File: src/rtl/xor_pkg.sv
// Shared types, mode codes and saturating-increment helper for the XOR stream accumulator.
// Latency: n/a (declarations only).
// Backpressure: n/a.
package xor_pkg;

    typedef enum logic {
        IDLE  = 1'b0,
        ACCUM = 1'b1
    } state_t;

    localparam logic MODE_PASS  = 1'b0;
    localparam logic MODE_ACCUM = 1'b1;

    // Saturating increment for a counter of width w (1..32); callers cast the result back down.
    function automatic logic [31:0] sat_inc(input logic [31:0] v, input int w);
        logic [31:0] max_v;
        max_v = (w >= 32) ? 32'hFFFF_FFFF : ((32'd1 << w) - 32'd1);
        return (v >= max_v) ? max_v : (v + 32'd1);
    endfunction

endpackage

File: src/rtl/xor_out_reg.sv
// Output register slice: holds one result (data, parity, count, valid) and derives in_ready.
// Latency: result visible the cycle after load; holds while out_valid && !out_ready.
// Backpressure: in_ready drops while a result is pending and the consumer is stalled; load and release may coincide.
module xor_out_reg
    import xor_pkg::*;
#(
    parameter int WIDTH = 8,
    parameter int CNT_W = 8
) (
    input  logic             clk,
    input  logic             rst,
    input  logic             load,
    input  logic [WIDTH-1:0] load_data,
    input  logic [CNT_W-1:0] load_count,
    input  logic             out_ready,
    output logic             in_ready,
    output logic             out_valid,
    output logic [WIDTH-1:0] out_data,
    output logic             out_parity,
    output logic [CNT_W-1:0] out_count,
    output logic             out_sat
);

    localparam logic [CNT_W-1:0] CNT_MAX = '1;

    // Room for a new result whenever the slot is empty or is being drained this cycle.
    assign in_ready = !rst && (!out_valid || out_ready);
    assign out_sat  = (out_count == CNT_MAX);

    // Load a new result (parity computed alongside data), otherwise clear valid on release.
    always_ff @(posedge clk) begin
        if (rst) begin
            out_valid  <= 1'b0;
            out_data   <= '0;
            out_parity <= 1'b0;
            out_count  <= '0;
        end else if (load) begin
            out_valid  <= 1'b1;
            out_data   <= load_data;
            out_parity <= ^load_data;
            out_count  <= load_count;
        end else if (out_ready) begin
            out_valid  <= 1'b0;
        end
    end

endmodule

File: src/rtl/xor_stream_accum.sv
// Bitwise XOR of two operand streams: per-beat (PASS) or running XOR per in_last-delimited packet (ACCUM).
// Latency: one cycle from the accepted final beat to out_valid; non-last ACCUM beats produce nothing.
// Backpressure: every beat, last or not, waits on in_ready from the output slice; 1 beat/cycle when unstalled.
module xor_stream_accum
    import xor_pkg::*;
#(
    parameter int WIDTH = 8,
    parameter int CNT_W = 8
) (
    input  logic             clk,
    input  logic             rst,
    input  logic             in_valid,
    output logic             in_ready,
    input  logic [WIDTH-1:0] in_a,
    input  logic [WIDTH-1:0] in_b,
    input  logic             in_last,
    input  logic             mode,
    output logic             out_valid,
    input  logic             out_ready,
    output logic [WIDTH-1:0] out_data,
    output logic             out_parity,
    output logic [CNT_W-1:0] out_count,
    output logic             out_sat
);

    state_t           state, state_nxt;
    logic [WIDTH-1:0] acc, acc_nxt;
    logic [CNT_W-1:0] cnt, cnt_nxt;

    logic             accept;
    logic [WIDTH-1:0] beat_x;
    logic             load;
    logic [WIDTH-1:0] load_data;
    logic [CNT_W-1:0] load_count;

    assign accept = in_valid && in_ready;
    assign beat_x = in_a ^ in_b;

    // Next-state, accumulator and result-load decisions; mode only matters on a packet's first beat.
    always_comb begin
        state_nxt  = state;
        acc_nxt    = acc;
        cnt_nxt    = cnt;
        load       = 1'b0;
        load_data  = beat_x;
        load_count = CNT_W'(1);
        case (state)
            IDLE: begin
                if (accept) begin
                    if (mode == MODE_ACCUM && !in_last) begin
                        acc_nxt   = beat_x;
                        cnt_nxt   = CNT_W'(1);
                        state_nxt = ACCUM;
                    end else begin
                        load = 1'b1;
                    end
                end
            end
            ACCUM: begin
                if (accept) begin
                    if (in_last) begin
                        load       = 1'b1;
                        load_data  = acc ^ beat_x;
                        load_count = CNT_W'(sat_inc(32'(cnt), CNT_W));
                        acc_nxt    = '0;
                        cnt_nxt    = '0;
                        state_nxt  = IDLE;
                    end else begin
                        acc_nxt = acc ^ beat_x;
                        cnt_nxt = CNT_W'(sat_inc(32'(cnt), CNT_W));
                    end
                end
            end
            default: state_nxt = IDLE;
        endcase
    end

    // FSM and packet accumulator registers; reset drops any partial packet.
    always_ff @(posedge clk) begin
        if (rst) begin
            state <= IDLE;
            acc   <= '0;
            cnt   <= '0;
        end else begin
            state <= state_nxt;
            acc   <= acc_nxt;
            cnt   <= cnt_nxt;
        end
    end

    xor_out_reg #(
        .WIDTH (WIDTH),
        .CNT_W (CNT_W)
    ) u_out_reg (
        .clk        (clk),
        .rst        (rst),
        .load       (load),
        .load_data  (load_data),
        .load_count (load_count),
        .out_ready  (out_ready),
        .in_ready   (in_ready),
        .out_valid  (out_valid),
        .out_data   (out_data),
        .out_parity (out_parity),
        .out_count  (out_count),
        .out_sat    (out_sat)
    );

endmodule

File: config.mk
export PLATFORM = sky130hd
export DESIGN_NAME = xor_stream_accum
export DESIGN_NICKNAME = d
export VERILOG_FILES = /design/src/rtl/xor_pkg.sv /design/src/rtl/xor_out_reg.sv /design/src/rtl/xor_stream_accum.sv
export SDC_FILE = /design/constraint.sdc
export NUM_CORES = 1
export LEC_CHECK = 0
export CORE_ASPECT_RATIO = 0.7
export CORE_MARGIN = 2
export CORE_UTILIZATION = 25
export CTS_CLUSTER_DIAMETER = 50
export DETAILED_ROUTE_END_ITERATION = 6
export DONT_BUFFER_PORTS = 1
export PLACE_DENSITY = 0.51
export SLEW_MARGIN = 10
export SYNTH_ARGS = -nofsm -noshare
export SYNTH_HDL_FRONTEND = slang
export SYNTH_HIERARCHICAL = 1
export SYNTH_SLANG_ARGS = --single-unit
File: constraint.sdc
create_clock -name clk -period 2.3 [get_ports clk]
set_input_delay 0.345 -clock clk [delete_from_list [all_inputs] [get_ports clk]]
set_output_delay 0.345 -clock clk [all_outputs]
set_load 0.1 [all_outputs]
## Word-level counts from Yosys, hierarchy flattened

Index checks and enable logic that the tools add are counted.

| operators by class | value |
|---|---|
| add/sub/neg operators | 1 |
| magnitude comparators | 1 |
| equal/unequal tests | 4 |
| multiplexer cells | 29 |
| bitwise gates (word level) | 3 |
| reduce and logical (&&, ||, !) cells | 10 |

Operators by type and width:

| operator | count |
|---|---|
| 8-bit 2-to-1 mux | 15 |
| 8-bit case mux with 2 select lines | 2 |
| 8-bit XOR | 2 |
| 1-bit 2-to-1 mux | 10 |
| 8-bit by 1-bit adder with 8-bit output (second input constant) | 1 |
| 8-bit == test (second input constant) | 1 |
| 8-bit >= comparator (second input constant) | 1 |
| 8-bit XOR reduction | 1 |
| 2-bit inequality test (second input constant) | 2 |
| 1-bit case mux with 2 select lines | 2 |
| 1-bit logical AND | 3 |
| 1-bit zero test | 3 |
| 3-bit AND reduction | 1 |
| 2-bit by 1-bit inequality test with 1-bit output (second input constant) | 1 |
| 2-bit nonzero test | 1 |
| 1-bit logical OR | 1 |
| 1-bit NOT | 1 |

| word-level totals | value |
|---|---|
| register bits after elaboration | 35 |
| bits of input ports | 22 |
| output and inout port bits | 20 |
| logic and storage cells | 55 |

## Longest topological paths before layout

Gate-level depths: netlist of the first run.

| logic depth | value |
|---|---|
| word-level depth | 7 |
| mapped depth | 12 |
| gate-level depth less buffers | 10 |

## Modules after synthesis

The synthesis of the first run kept the hierarchy.

By module, submodules not included:

| module | instances | cells each | area each (µm²) | sequential area each (µm²) |
|---|---|---|---|---|
| xor_stream_accum | 1 | 163 | 1202.4 | 340.3 |
| xor_out_reg | 1 | 70 | 715.7 | 360.3 |

## Worst setup path before layout of the first run

No wires, ideal clock.

| timing | value |
|---|---|
| path type | register to register |
| start | register u_out_reg.out_valid |
| end | register u_out_reg.out_parity |
| data arrival time | 3.864 ns |
| slack | -1.644 ns |
| cell stages (with the launch flop) | 13 |
| path through | dfxtp_1 > nor2b_1 > nor2_1 > and2_1 > buf_2 > and3_1 > buf_4 > nand2_1 > xnor2_1 > xnor2_1 > xnor2_1 > xnor2_1 > a211oi_2 |

| on the way | value |
|---|---|
| cells in the longest elaborated chain, start to end | 7 |
| elaborated cells between the ends (all ways) | 10 |
| classes of those cells | mux (5); reduce/logical (5) |

RTL lines:

| what | RTL line | source |
|---|---|---|
| from (decl) | xor_out_reg.sv:17 | `output logic out_valid,` |
| from (signal assigned) | xor_out_reg.sv:33 | `out_valid <= 1'b0;` |
| from (signal assigned) | xor_out_reg.sv:38 | `out_valid <= 1'b1;` |
| from (signal assigned) | xor_out_reg.sv:43 | `out_valid <= 1'b0;` |
| 1-bit zero test | xor_out_reg.sv:27 | `assign in_ready = !rst && (!out_valid \|\| out_ready);` |
| 1-bit logical OR | xor_out_reg.sv:27 |  |
| 1-bit logical AND | xor_out_reg.sv:27 |  |
| via in_ready | xor_stream_accum.sv:13 | `output logic in_ready,` |
| 1-bit logical AND | xor_stream_accum.sv:36 | `assign accept = in_valid && in_ready;` |
| 8-bit 2-to-1 mux | xor_stream_accum.sv:60 | `if (accept) begin` |
| 8-bit 2-to-1 mux | xor_stream_accum.sv:47 | `case (state)` |
| via load_data[4] | xor_stream_accum.sv:33 | `logic [WIDTH-1:0] load_data;` |
| 8-bit XOR reduction | xor_out_reg.sv:40 | `out_parity <= ^load_data;` |
| to (signal assigned) | xor_out_reg.sv:40 |  |
| to (decl) | xor_out_reg.sv:19 | `output logic out_parity,` |

The timed path passes the listed nets, and every way through them passes these cells.
A chain may end at the register's enable or synchronous reset.

## Worst setup path after layout of the first run

| timing | value |
|---|---|
| start | register u_out_reg.out_valid |
| end | register u_out_reg.out_parity |

| on the way | value |
|---|---|
| cells in the longest elaborated chain, start to end | 7 |
| elaborated cells between the ends (all ways) | 10 |
| classes of those cells | mux (5); reduce/logical (5) |

RTL lines:

| what | RTL line |
|---|---|
| 1-bit zero test | xor_out_reg.sv:27 |
| 1-bit logical OR | xor_out_reg.sv:27 |
| 1-bit logical AND | xor_out_reg.sv:27 |
| 1-bit logical AND | xor_stream_accum.sv:36 |
| 8-bit 2-to-1 mux | xor_stream_accum.sv:60 |
| 8-bit 2-to-1 mux | xor_stream_accum.sv:47 |
| via load_data[7] | xor_stream_accum.sv:33 |
| 8-bit XOR reduction | xor_out_reg.sv:40 |

The timed path passes the listed nets, and every way through them passes these cells.

==> run summary, run 1 <==
Clk slew on worst S/H paths -> 0.07 ns
Clock root buffer -> sky130_fd_sc_hd__clkbuf_8
Delay of the slowest critical-path stage -> 0.34 ns
Start point of the worst min-delay path -> rst
Run status -> complete, no violations
Max-slew violation count -> 0
First-pass GRT wire length -> 8.20 mm
Critical path fanouts, max -> 12
Post-CTS Setup Inserts -> 0
Die H -> 77.3 um
Total number of vias -> 1681
Count of flip-flops with a built-in enable after synthesis -> 0
Number of clock sinks -> 35
Via density -> 4.80
Static leakage power -> 0.817 nW
Half-perimeter wire length after placement -> 3.68 mm
Sequential area share after synthesis -> 36.5%
Path type of the worst setup path -> reg -> reg
Worst vdd ir -> 293 uV
Pin count of the biggest net entering global routing -> 39
Effective utilization at floorplan -> 26.1%
Dominant register cell in the synthesized netlist -> sky130_fd_sc_hd__dfxtp_1
Number of register bits inferred by synthesis -> 35
Die area -> 0.00840 mm^2
Number of hold violations in the final report -> 0
Worst Setup Slack post-DPL -> 0.258 ns
Post-route antenna net violation count -> 0
CTS tree -> done
Type of destination of the critical path -> register
Gate count after technology mapping -> 233
Slowest cell on the critical path -> sky130_fd_sc_hd__dfxtp_4
Number of buffers added on ports -> 0
Count of warnings emitted by yosys -> 6
Fmax -> 488 MHz
Antenna violations before repair -> 0
Die X-Extent -> 109 um
Net count of the mapped netlist -> 256
Standard cell core area -> 0.00735 mm^2
Number of gates resized after cts -> 0
Reported max-cap violation count -> 0
DR DRC count -> 0
Reg2reg start -> u_out_reg/out_valid
Fill cell count -> 800
Kind of path behind the tightest hold check -> in -> reg
Count of hold buffers inserted by post-cts repair -> 0
Unrepaired setup endpoints after global routing -> false
Ratio of cells with drive above 1 in the final layout -> 21.0%
Required time of the critical path -> 2.52 ns
Standard-cell rows -> 26
Most frequent cells in the layout -> 36 x sky130_fd_sc_hd__nor2_1, 34 x sky130_fd_sc_hd__dfxtp_1, 24 x sky130_fd_sc_hd__buf_4
Setup slack, reg-to-reg -> 0.25 ns
Fraction of registers with async set or reset after synthesis -> 0%
Worst hold slack after final layout -> 0.120 ns
Crit path launch type -> register
Hold Path Depth -> 1
Register Area -> 704 um^2
Clock buffer count from CTS -> 5
Max-slew headroom at the worst pin -> 61.5%
Final total negative setup slack -> 0 ns
Vias in the first global route -> 1516
DR WL/cell -> 14.5 um
Antenna cells -> 0
Post-synth design cell area -> 0.00192 mm^2
First-iteration detailed-routing DRC count -> 129
Transition time at the pin with the least slew margin -> 0.578 ns
All-Layer GR Usage -> 13.0%
Hold-critical path endpoint -> u_out_reg/out_count[6]
Final setup slack of the worst path -> 0.251 ns
Worst clock skew -> 0.00876 ns
Total Wirelength -> 5.07 mm
Clock insertion delay at the later pin of the skew report -> 0.29 ns
Power per Cell Area -> 594 mW/mm^2
Data arrival at the endpoint of the critical path -> 2.27 ns
Router iterations before antenna repair -> 4
Mapped Avg Cell Area -> 8.23 um^2
Number of top-level pins -> 42
Area occupied by multi-input gates -> 0.00120 mm^2
Final Net Count -> 274
Worst R2R Path Depth -> 10
Global placer's final weighted congestion -> 0.823
Most common cell after layout, fill and taps aside -> sky130_fd_sc_hd__nor2_1
Final count of negative-setup-slack endpoints -> 0
Distinct cells, synth -> 38
Cell mode on critical path -> sky130_fd_sc_hd__xnor2_1
Clk buf depth -> 2
Number of H-tree levels -> 2
Post-route fraction of the period consumed by the critical path -> 89.1%
Cell-by-cell trace of the critical path -> nor2b_4 -> nor2_4 -> and2_1 -> and3_4 -> nand2_1 -> xnor2_1 -> xnor2_1 -> xnor2_1 -> xnor2_1 -> a211oi_2
Remaining global-route overflow -> 0
Post-layout min period -> 2.05 ns
Capturing point of the worst reg2reg path -> u_out_reg/out_parity
P&R area growth vs syn -> 21.3%
==> worst max-delay path by stage <==
stage          slack (ns)                start  cells past startpoint                    to
2_1_floorplan       -0.38  u_out_reg/out_valid                     12  u_out_reg/out_parity
3_3_place_gp         0.35  u_out_reg/out_valid                     10  u_out_reg/out_parity
3_5_place_dp         0.26  u_out_reg/out_valid                     10  u_out_reg/out_parity
4_1_cts              0.23  u_out_reg/out_valid                     10  u_out_reg/out_parity
5_1_grt              0.08  u_out_reg/out_valid                     10  u_out_reg/out_parity
6_report             0.25  u_out_reg/out_valid                     10  u_out_reg/out_parity
==> metal layers <==
metal,vias to the layer above,share of wire [%],track usage [%]
met5,-,0,0
met1,765,53,19.6
met3,9,9.3,5.19
li1,845,-,-
met2,62,36,14.9
met4,0,2.2,6.92
==> cells by family after synthesis <==
| family | count (synthesis) | share of synthesized area (%) |
|---|---|---|
| simple gates | 86 | 22.2 |
| compound gates | 55 | 17.1 |
| flops | 35 | 36.5 |
| xor+xnor | 24 | 11.0 |
| buf+inv | 16 | 4.24 |
| mux | 16 | 8.35 |
| fa+ha+maj | 1 | 0.652 |
==> through the flow <==
stage / area (um^2) / instances / power, W / util (%)
global route: 2330 / 350 / 0.00146 / 31.7
global placement: 2240 / 342 / 0.000931 / 30.4
detailed placement: 2240 / 342 / 0.000933 / 30.4
finish: 2330 / 350 / 0.00138 / 31.7
floorplan: 2000 / 233 / 0.000894 / -
CTS: 2330 / 350 / 0.00141 / 31.7
==> critical path, delay by kind of cell (launching register included) <==
kind,cells,cell delay [ns]
and+or+nand+nor,5,0.74
AOI/OAI and AO/OA,1,0.21
DFF,1,0.34
xor gates and xnor gates,4,0.68
==> sequential cells by signal (all words and copies together) (netlist names) <==
name and count:
cnt 8, state 1, acc 8, u_out_reg/out_count 8, u_out_reg/out_parity 1, u_out_reg/out_valid 1, u_out_reg/out_data 8
==> area by class of cell <==
| type | instances | area share [%] |
|---|---|---|
| clock buffers | 7 | 3.71 |
| clock inverters | 1 | 0.215 |
| inverters | 2 | 0.323 |
| multi-input cells | 182 | 51.6 |
| flip-flops and latches | 35 | 30.3 |
| well taps | 98 | 5.27 |
| repair buffers | 25 | 8.60 |
==> cells in the mapped netlist (2+ instances only) <==
| master | n | area [um^2] |
|---|---|---|
| sky130_fd_sc_hd__nor2b_1 | 2 | 12.5 |
| sky130_fd_sc_hd__inv_1 | 2 | 7.51 |
| sky130_fd_sc_hd__a21oi_1 | 18 | 90.1 |
| sky130_fd_sc_hd__nand3_1 | 13 | 65.1 |
| sky130_fd_sc_hd__a211oi_1 | 2 | 15.0 |
| sky130_fd_sc_hd__a31oi_1 | 2 | 12.5 |
| sky130_fd_sc_hd__clkbuf_1 | 5 | 18.8 |
| sky130_fd_sc_hd__mux2i_1 | 16 | 160 |
| sky130_fd_sc_hd__nor2_1 | 38 | 143 |
| sky130_fd_sc_hd__nor3_1 | 2 | 10.0 |
| sky130_fd_sc_hd__nand4_1 | 4 | 25.0 |
| sky130_fd_sc_hd__or2_2 | 2 | 12.5 |
| sky130_fd_sc_hd__dfxtp_1 | 35 | 701 |
| sky130_fd_sc_hd__xnor2_1 | 16 | 140 |
| sky130_fd_sc_hd__buf_2 | 5 | 25.0 |
| sky130_fd_sc_hd__o21ai_0 | 21 | 105 |
| sky130_fd_sc_hd__o21ai_1 | 2 | 10.0 |
| sky130_fd_sc_hd__nand2_1 | 13 | 48.8 |
| sky130_fd_sc_hd__nand3b_1 | 2 | 15.0 |
| sky130_fd_sc_hd__o32ai_1 | 2 | 17.5 |
| sky130_fd_sc_hd__xor2_1 | 8 | 70.1 |
| sky130_fd_sc_hd__nand4b_1 | 2 | 17.5 |
| sky130_fd_sc_hd__o21a_1 | 3 | 22.5 |
| sky130_fd_sc_hd__buf_4 | 4 | 30.0 |
==> power breakdown <==
| part | internal, W | total [W] | switching, W |
|---|---|---|---|
| clock network | 0.000242 | 0.000464 | 0.000222 |
| registers | 0.000623 | 0.000633 | 0.0000101 |
| logic | 0.0000957 | 0.000286 | 0.000190 |
(Power assumes the default switching activity.)
==> run 2, diff against run 1 <==
Settings changed: ABC_AREA set to 1.
==> run 2 against run 1 <==
Net effect: core utilization up 0.059 points; synthesized area increased by 13%; design area increased by 15%; routed wire length is 4.4% higher; worst setup slack improved by 0.021 ns; critical path depth rose by 7; combinational power up 21%; clock-buffer cell count fell by 1; register-to-register slack better by 0.02 ns; largest cell class unchanged; largest power group is now clock.
==> run summary, run 2 <==
Run status -> complete, no violations
Transition time at the pin with the least slew margin -> 0.425 ns (-0.153 ns)
Max-slew headroom at the worst pin -> 71.4% (+9.9 points)
Remaining global-route overflow -> 0 (unchanged)
DR WL/cell -> 11.0 um (-24%)
Required time of the critical path -> 2.48 ns (-0.04 ns)
Worst vdd ir -> 245 uV (-16%)
Critical path fanouts, max -> 9 (-3)
Cell mode on critical path -> sky130_fd_sc_hd__nand2_1
Kind of path behind the tightest hold check -> in -> reg
All-Layer GR Usage -> 11.4% (-1.6 points)
Post-CTS Setup Inserts -> 0 (unchanged)
Data arrival at the endpoint of the critical path -> 2.20 ns (-0.07 ns)
Post-synthesis cell type with the largest combined area -> sky130_fd_sc_hd__dfxtp_1
Die X-Extent -> 115 um (+6.2%)
Sequential area share after synthesis -> 32.2% (-4.3 points)
Delay of the slowest critical-path stage -> 0.33 ns (about the same)
Post-layout min period -> 2.03 ns (-0.0207 ns)
Dominant register cell in the synthesized netlist -> sky130_fd_sc_hd__dfxtp_1
Reported max-cap violation count -> 0 (unchanged)
Most frequent cells in the layout -> 106 x sky130_fd_sc_hd__nand2_1, 37 x sky130_fd_sc_hd__inv_1, 35 x sky130_fd_sc_hd__nor2_1
Clock insertion delay at the later pin of the skew report -> 0.28 ns (about the same)
Pin count of the biggest net entering global routing -> 29 (-26%)
Total number of vias -> 2100 (+25%)
Mapped Avg Cell Area -> 6.39 um^2 (-22%)
Crit path launch type -> register
Most common cell after layout, fill and taps aside -> sky130_fd_sc_hd__nand2_1
Path type of the worst setup path -> reg -> reg
Post-synth design cell area -> 0.00217 mm^2 (+13%)
Vias in the first global route -> 1822 (+20%)
First-pass GRT wire length -> 8.56 mm (+4.4%)
Die area -> 0.00947 mm^2 (+13%)
Static leakage power -> 1.16 nW (+42%)
Fill cell count -> 876 (+9.5%)
Fraction of the mapped netlist area in adder cells -> 0.576% (-0.077 points)
Most instantiated library cell after synthesis -> sky130_fd_sc_hd__nand2_1
Antenna violations before repair -> 0 (unchanged)
Start point of the worst min-delay path -> rst
Antenna cells -> 0 (unchanged)
Compound-gate portion of the synthesized area -> 15.5% (-1.6 points)
First-iteration detailed-routing DRC count -> 155 (+20%)
Clock root buffer -> sky130_fd_sc_hd__clkbuf_16
Setup slack, reg-to-reg -> 0.27 ns (+0.02 ns)
Post-route antenna net violation count -> 0 (unchanged)
Fraction of registers with async set or reset after synthesis -> 0% (unchanged)
Distinct cells, synth -> 29 (-24%)
Portion of synthesized cell area occupied by the leading cell type -> 32.2% (-4.3 points)
Slowest cell on the critical path -> sky130_fd_sc_hd__dfxtp_2
Clk slew on worst S/H paths -> 0.05 ns (-0.02 ns)
Number of top-level pins -> 42 (unchanged)
Half-perimeter wire length after placement -> 4.01 mm (+9.0%)
Cell Count Post-Placement -> 475 (+39%)
Cell Area, Placed -> 0.00250 mm^2 (+12%)
Number of gates resized after cts -> 0 (unchanged)
Share of cell area taken by muxes after synthesis -> 0% (-8.3 points)
Final total negative setup slack -> 0 ns (unchanged)
Number of buffers added on ports -> 0 (unchanged)
Via density -> 4.35 (-9.5%)
Gate count after technology mapping -> 340 (+46%)
Main combinational cell family by area after synthesis -> simple AND/OR/NAND/NOR gates
Final Net Count -> 385 (+41%)
Number of H-tree levels -> 2 (unchanged)
Fmax -> 493 MHz (+1.0%)
Clk buf depth -> 2 (unchanged)
Global placer's final weighted congestion -> 0.829 (+0.70%)
Capturing point of the worst reg2reg path -> u_out_reg/out_parity
Type of destination of the critical path -> register
Die H -> 82.0 um (+6.1%)
Synthesized-area fraction occupied by and/or/nand/nor cells -> 36.1% (+14 points)
Count of flip-flops with a built-in enable after synthesis -> 0 (unchanged)
DR DRC count -> 0 (unchanged)
Hold Path Depth -> 1 (unchanged)
Final Cell Area -> 0.00268 mm^2 (+15%)
Cell-by-cell trace of the critical path -> a21oi_4 -> nand2_4 -> inv_4 -> nand2_4 -> nor2_4 -> buf_4 -> nand3_2 -> o21ai_2 -> inv_1 -> nand2_1 -> nand2_1 -> nand3_1 -> nand2_1 -> nand2_1 -> nand3_1 -> nand2_1 -> inv_1
Number of hold violations in the final report -> 0 (unchanged)
Unrepaired setup endpoints after global routing -> false
Number of clock sinks -> 35 (unchanged)
Count of hold buffers inserted by post-cts repair -> 0 (unchanged)
Synth area leaders -> sky130_fd_sc_hd__dfxtp_1 32%, sky130_fd_sc_hd__nand2_1 18%, sky130_fd_sc_hd__inv_1 6.6%
Critical path's top delay family -> simple AND/OR/NAND/NOR gates
Router iterations before antenna repair -> 4 (unchanged)
Xor and xnor fraction of the mapped netlist area -> 4.03% (-6.9 points)
Count of warnings emitted by yosys -> 6 (unchanged)
Hold-critical path endpoint -> u_out_reg/out_valid
Worst R2R Path Depth -> 17 (+7)
P&R area growth vs syn -> 23.2%
Number of register bits inferred by synthesis -> 35 (unchanged)
Ratio of cells with drive above 1 in the final layout -> 16.8% (-4.2 points)
CTS tree -> done
Effective utilization at floorplan -> 25.7% (-0.35 points)
Standard-cell rows -> 28 (+7.7%)
Final Util -> 31.7% (+0.059 points)
Clock buffer count from CTS -> 5 (unchanged)
Reg2reg start -> u_out_reg/out_valid
Post-Layout Cell Count -> 483 (+38%)
Total Wirelength -> 5.29 mm (+4.4%)
Standard cell core area -> 0.00844 mm^2 (+15%)
Power per Cell Area -> 661 mW/mm^2 (+11%)
Most frequent cells after synthesis -> 106 x sky130_fd_sc_hd__nand2_1, 38 x sky130_fd_sc_hd__inv_1, 36 x sky130_fd_sc_hd__nor2_1
Net count of the mapped netlist -> 363 (+42%)
Max-slew violation count -> 0 (unchanged)
Sum of buffers and inverters on the critical path -> 4 (+4)
Post-route fraction of the period consumed by the critical path -> 88.2% (-0.90 points)
Worst clock skew -> 0.00578 ns (-0.00298 ns)
Final count of negative-setup-slack endpoints -> 0 (unchanged)
Worst Setup Slack post-DPL -> 0.134 ns (-0.124 ns)
Final setup slack of the worst path -> 0.272 ns (+0.0207 ns)
==> run 2: changes by cell type after synthesis, sizes merged, moves of 10 or more <==
cell,delta
mux2i,-16
nand3,+10
nand2,+99
inv,+40
xnor2,-12
a21oi,+12
==> run 2: logic make-up (layout without fill, tap and decap cells) <==
| family | Yosys count | count (layout) |
|---|---|---|
| AO/OA/AOI/OAI | 60 | 60 |
| XOR/XNOR | 10 | 10 |
| adder cells (fa/ha/maj) | 1 | 1 |
| buffers and inverters | 54 | 77 |
| flip-flops | 35 | 35 |
| AND/OR/NAND/NOR | 180 | 180 |
==> run 2: layout make-up <==
class / count / area [um^2] / share of cell area, %
timing repair buffer: 25 / 213 / 7.94
inverter: 44 / 168 / 6.26
clock buffer: 6 / 139 / 5.19
tap: 120 / 150 / 5.61
sequential: 35 / 702 / 26.2
clock inverter: 2 / 35.0 / 1.31
multi-input combinational: 251 / 1270 / 47.5
==> run 2: where the power goes <==
| part | total (W) | switching (W) | internal [W] |
|---|---|---|---|
| Combinational | 0.000347 | 0.000255 | 0.0000921 |
| Sequential | 0.000638 | 0.0000107 | 0.000628 |
| Clock | 0.000784 | 0.000245 | 0.000538 |
==> run 2: worst max-delay path by stage <==
| stage | from | end | cells after the start | slack (ns) |
|---|---|---|---|---|
| after floorplan | rst | u_out_reg/out_parity | 19 | -0.25 |
| after global placement | out_ready | u_out_reg/out_parity | 19 | 0.18 |
| after detailed placement | out_ready | u_out_reg/out_parity | 19 | 0.13 |
| after CTS | u_out_reg/out_valid | u_out_reg/out_parity | 18 | 0.24 |
| after global routing | u_out_reg/out_valid | u_out_reg/out_parity | 18 | 0.0009 |
| final | u_out_reg/out_valid | u_out_reg/out_parity | 17 | 0.27 |
==> run 2: worst register-to-register path, delay by kind of cell, from the launching register on <==
family | cells | cell delay (ns)
and+or+nand+nor | 11 | 0.90
buffers and inverters | 4 | 0.43
DFF | 1 | 0.33
AOI/OAI and AO/OA | 2 | 0.27
==> run 2: stage by stage <==
step	total power, W	hold slack [ns]
3_3_place_gp	0.000997	0.412
4_1_cts	0.00179	0.120
6_report	0.00177	0.135
3_5_place_dp	0.000999	0.412
2_1_floorplan	0.000944	0.453
5_1_grt	0.00185	0.123
==> run 2: routing by layer <==
metal	part of all wire [%]	GRT usage (%)	wire length (um)	up-vias
met1	54	16.8	2840	901
met5	0	0	0	-
met4	1.2	3.13	65	0
li1	-	-	-	1131
met3	6.1	2.73	321	8
met2	39	16.3	2060	60
